[config.mk]
export PLATFORM = sky130hd
export DESIGN_NAME = q_frag_pipe
export DESIGN_NICKNAME = d
export VERILOG_FILES = /design/src/rtl/q_frag_pipe_pkg.sv /design/src/rtl/q_frag_bit.sv /design/src/rtl/q_frag_pipe.sv
export SDC_FILE = /design/constraint.sdc
export NUM_CORES = 1
export LEC_CHECK = 0
export CORE_AREA = 2 2 39 41
export CTS_BUF_LIST = sky130_fd_sc_hd__clkbuf_2
export DETAILED_ROUTE_END_ITERATION = 16
export DIE_AREA = 0 0 41 43
export GPL_ROUTABILITY_DRIVEN = 1
export SETUP_SLACK_MARGIN = 0.4
export SYNTH_ARGS = -nofsm -noshare
export SYNTH_HDL_FRONTEND = slang
export SYNTH_SLANG_ARGS = --single-unit
[constraint.sdc]
create_clock -name QCK -period 3 [get_ports QCK]
set_clock_uncertainty 0.15 [all_clocks]
set_input_delay 0.45 -clock QCK [delete_from_list [all_inputs] [get_ports QCK]]
set_output_delay 0.45 -clock QCK [all_outputs]
set_load 0.05 [all_outputs]
[src/rtl/q_frag_pipe_pkg.sv]
// q_frag_pipe_pkg: constants shared by the logic-primitive models.
//   Mode strings selecting the Q_FRAG behaviour, legal pipeline depth bounds,
//   and the fill-counter width that covers the largest depth.
package q_frag_pipe_pkg;

  localparam string ModeFlop = "FLOP";
  localparam string ModePipe = "PIPE";
  localparam string ModeTff  = "TFF";

  localparam int unsigned DepthMin = 1;
  localparam int unsigned DepthMax = 4;

  // Wide enough to hold 0..DepthMax.
  localparam int unsigned FillW = 3;

endpackage

[src/rtl/q_frag_bit.sv]
// q_frag_bit: one Q_FRAG state bit.
//   clk_i : clock, rising edge
//   rst_i : synchronous reset, active-high, loads Init (highest priority)
//   set_i : synchronous set, active-high, loads 1
//   en_i  : clock enable, loads d_i
//   d_i   : next-state data
//   q_o   : registered state
module q_frag_bit #(
  parameter logic Init = 1'b0
) (
  input  logic clk_i,
  input  logic rst_i,
  input  logic set_i,
  input  logic en_i,
  input  logic d_i,
  output logic q_o
);

  // Declaration value gives the pre-reset state in simulation.
  logic q_q = Init;
  logic q_d;

  always_comb begin
    q_d = q_q;
    if (set_i) begin
      q_d = 1'b1;
    end else if (en_i) begin
      q_d = d_i;
    end
  end

  always_ff @(posedge clk_i) begin
    if (rst_i) begin
      q_q <= Init;
    end else begin
      q_q <= q_d;
    end
  end

  assign q_o = q_q;

endmodule

[src/rtl/q_frag_pipe.sv]
// q_frag_pipe: Q_FRAG register slice in FLOP, PIPE or TFF flavour.
//   QCK : clock, rising edge
//   QRT : synchronous reset, active-high (beats QST)
//   QST : synchronous set, active-high (beats QEN)
//   QEN : clock enable
//   QDI : direct data from routing
//   QDS : data select, 1 = QDI, 0 = CZ
//   CZ  : combinational output of the upstream C_FRAG
//   QZ  : last stage of the register/pipeline
//   QZV : QZ holds data captured since the last reset or set
(* MODES = "FLOP;PIPE;TFF" *)
module q_frag_pipe
  import q_frag_pipe_pkg::*;
#(
  parameter string       MODE  = "FLOP",
  parameter int unsigned DEPTH = 2,
  parameter logic        INIT  = 1'b0
) (
  input  logic QCK,
  input  logic QRT,
  input  logic QST,
  input  logic QEN,
  input  logic QDI,
  input  logic QDS,
  input  logic CZ,
  output logic QZ,
  output logic QZV
);

  localparam bit IsPipe  = (MODE == ModePipe);
  localparam bit IsTff   = (MODE == ModeTff);
  localparam bit ModeOk  = (MODE == ModeFlop) || IsPipe || IsTff;
  localparam bit DepthOk = (DEPTH >= DepthMin) && (DEPTH <= DepthMax);

  // FLOP and TFF are a single stage; DEPTH only matters for PIPE.
  localparam int unsigned NStages = IsPipe ? DEPTH : 1;
  localparam logic [FillW-1:0] FillMax = FillW'(NStages);

  if (!ModeOk) begin : g_bad_mode
    $error("q_frag_pipe: illegal MODE %s", MODE);
  end
  if (!DepthOk) begin : g_bad_depth
    $error("q_frag_pipe: DEPTH %0d outside legal range", DEPTH);
  end

  logic                 d;
  logic [NStages-1:0]   stage_in;
  logic [NStages-1:0]   stage_val;
  logic [FillW-1:0]     fill_q = '0;
  logic [FillW-1:0]     fill_d;

  always_comb begin
    d        = QDS ? QDI : CZ;
    stage_in = stage_val;
    // TFF folds the toggle into the bit's data so q_frag_bit stays a plain D flop.
    stage_in[0] = IsTff ? (stage_val[0] ^ d) : d;
    for (int i = 1; i < int'(NStages); i++) begin
      stage_in[i] = stage_val[i-1];
    end
  end

  for (genvar g = 0; g < int'(NStages); g++) begin : g_stage
    q_frag_bit #(
      .Init(INIT)
    ) u_bit (
      .clk_i(QCK),
      .rst_i(QRT),
      .set_i(QST),
      .en_i (QEN),
      .d_i  (stage_in[g]),
      .q_o  (stage_val[g])
    );
  end

  // Set data is not captured data, so QST restarts the fill like a reset.
  always_comb begin
    fill_d = fill_q;
    if (QST) begin
      fill_d = '0;
    end else if (QEN && (fill_q != FillMax)) begin
      fill_d = fill_q + 1'b1;
    end
  end

  always_ff @(posedge QCK) begin
    if (QRT) begin
      fill_q <= '0;
    end else begin
      fill_q <= fill_d;
    end
  end

  assign QZ  = stage_val[NStages-1];
  assign QZV = (fill_q == FillMax);

endmodule

==> out/results.tsv <==
metric	value	unit
worst-setup-path-type	flop to primary output	
synth_top_family_by_area	compound AO/OA/AOI/OAI gates	
yosys.area_share.xor_xnor	0	
hold_depth	2	
cts_max_level	1	
p_leak	0.000135	uW
start_kind	flop	
layout_setup_ws	0.585	ns
worstMarginPinSlew	0.491	ns
initial_core_util	0.163	
worstSkewPairLatency	0.20	ns
drc	0	
num_io_pins	9	
clkTransAtPathRegs	0.04	ns
p_int	98.2	uW
final_cell_mix	clkdlybuf4s50_1 (8), dfxtp_1 (4), clkbuf_2 (3)	
io_buffer_count	8	
gp_congestion	0.672	
synth_nets	32	
dieArea	0.00176	sq mm
pwr-share-clk	0.352	
ctsResizeCount	0	
netSwitchingFraction	0.282	
rsz0062_at_grt	no	
yosysTopAreaCell	dfxtp_1	
post-place-ws	0.791	ns
period_minus_slack	2.42	ns
clk_path_buf_depth	2	
grt_overflow_total	0	
die_h	43	um
final_util	0.246	
status	finished clean	
rows	14	
switchingPower	38.6	uW
cts_buffers	3	
dp_hpwl	395	um
worstSetupEndpointType	primary output	
dr.pass1.iters	2	
period_share	0.805	
tns	0	ns
synth.avg_cell_area	9.79	sq um
antenna_found_initial	0	
post_route_cells_drive_above_1_share	0.206	
nets	45	
placedCellCount	47	
num_vias	207	
area_growth_syn_to_layout	51.1	%
final-setup-viol-count	0	
diodes	0	
yosysUniqueCellTypes	17	
cts_num_sinks	4	
grt_util_all_layers	0.0724	
synth_compound_area_frac	0.239	
fmax	414	MHz
synth-warning-count	0	
synth_area	225	sq um
layout_commonest_cell	clkdlybuf4s50_1	
core_area	0.00138	sq mm
maxCapViolations	0	
synth-simple-area-share	0.200	
rr_worst_depth	5	
path_max_fanout	5	
die_w	41	um
yosysSeqAreaShare	0.356	
ys_ff_latch	4	
grt_pass1_wl	752	um
power.density	402	mW/mm^2
fin_total_pwr	137	uW
antenna_left	0	
crit_required	2.40	ns
grt_max_degree	6	
relSlewSlack	0.672	
grt_pass1_vias	204	
post_cts_buffers	0	
syn-instance-count	23	
final_cells	50	
synth_top_area_frac	0.356	
drt-total-wl	446	um
root_buffer	clkbuf_2	
pwr-share-comb	0.229	
arrival	1.82	ns
vias_per_cell	4.14	
synthMuxAreaShare	0.0444	
synth_adder_area_share	0.111	
peakVddDrop	119	uV
synth_area_leaders	dfxtp_1 (36%), ha_1 (11%), a2111oi_2 (6.7%), a211oi_2 (5.6%), and4bb_1 (5.6%)	
drt_iter0_markers	5	
cts_hold_buf	0	
sequentialPowerShare	0.419	
hold_viol	0	
wl_per_cell	8.92	um
slew_violations	0	
hold_class	flop to flop	
r2r_slack	1.47	ns
cts_tree	done	
-- synth_stat cells --
master     instances
a2111oi_2          1
nand2_1            1
mux2i_1            1
ha_1               2
a21oi_1            1
a211oi_2           1
or3_1              1
and4bb_1           1
nor3_1             2
o21a_1             1
nor2_1             1
inv_2              1
o21ai_1            1
a311oi_1           1
inv_1              2
dfxtp_1            4
nor2b_2            1
-- kinds of logic (layout without fill, tap and decap cells) --
group,Yosys count,after routing
fa+ha+maj,2,2
buf+inv,3,14
compound gates,6,6
simple gates,7,7
flops,4,4
mux,1,1
-- path summary, 6_finish.rpt --
path,from,endpoint
setup / recovery,fill_q[0],QZV
hold / removal,fill_q[2],fill_q[2]
setup reg to reg,fill_q[1],fill_q[0]
hold reg to reg,fill_q[2],fill_q[2]
-- state kept, by name (all words and copies together) (netlist names) --
| signal | flops |
|---|---|
| g_stage.u_bit.q_o | 1 |
| fill_q | 3 |
-- area by class of cell --
class	instances	area (sq um)
Timing Repair Buffer	8	80.1
Sequential cell	4	80.1
Tap cell	16	20.0
Fill cell	160	1040
Inverter	3	11.3
Clock buffer	3	15.0
Multi-Input combinational cell	16	134
-- worst max-delay path: stages (launching register included) --
cell	delay, ns
dfxtp_1	0.37
ha_1	0.18
nor2b_2	0.23
clkdlybuf4s50_1	0.84
-- metrics by stage --
step | cell area [sq um] | hold slack [ns]
finish | 340 | 0.403
global route | 340 | 0.429
CTS | 340 | 0.408
detailed placement | 325 | 0.396
global placement | 325 | 0.399
floorplan | 225 | 0.355
-- power groups by stage --
stage               sequential (uW)  combinational (uW)  clock (uW)
finish                         57.3                31.3        48.2
CTS                            57.4                31.8        51.7
detailed placement             58.3                31.8           0
floorplan                      61.9                12.5           0
global route                   57.6                33.6        56.2
global placement               58.2                31.2           0
-- metal layers --
metal | vias to the layer above | share of wire | GRT usage
met3 | 0 | 0.085 | 0.0471
li1 | 107 | - | -
met4 | 0 | 0 | 0.0800
met2 | 8 | 0.55 | 0.103
met1 | 92 | 0.36 | 0.0581
met5 | - | 0 | 0
(Power assumes the default switching activity.)
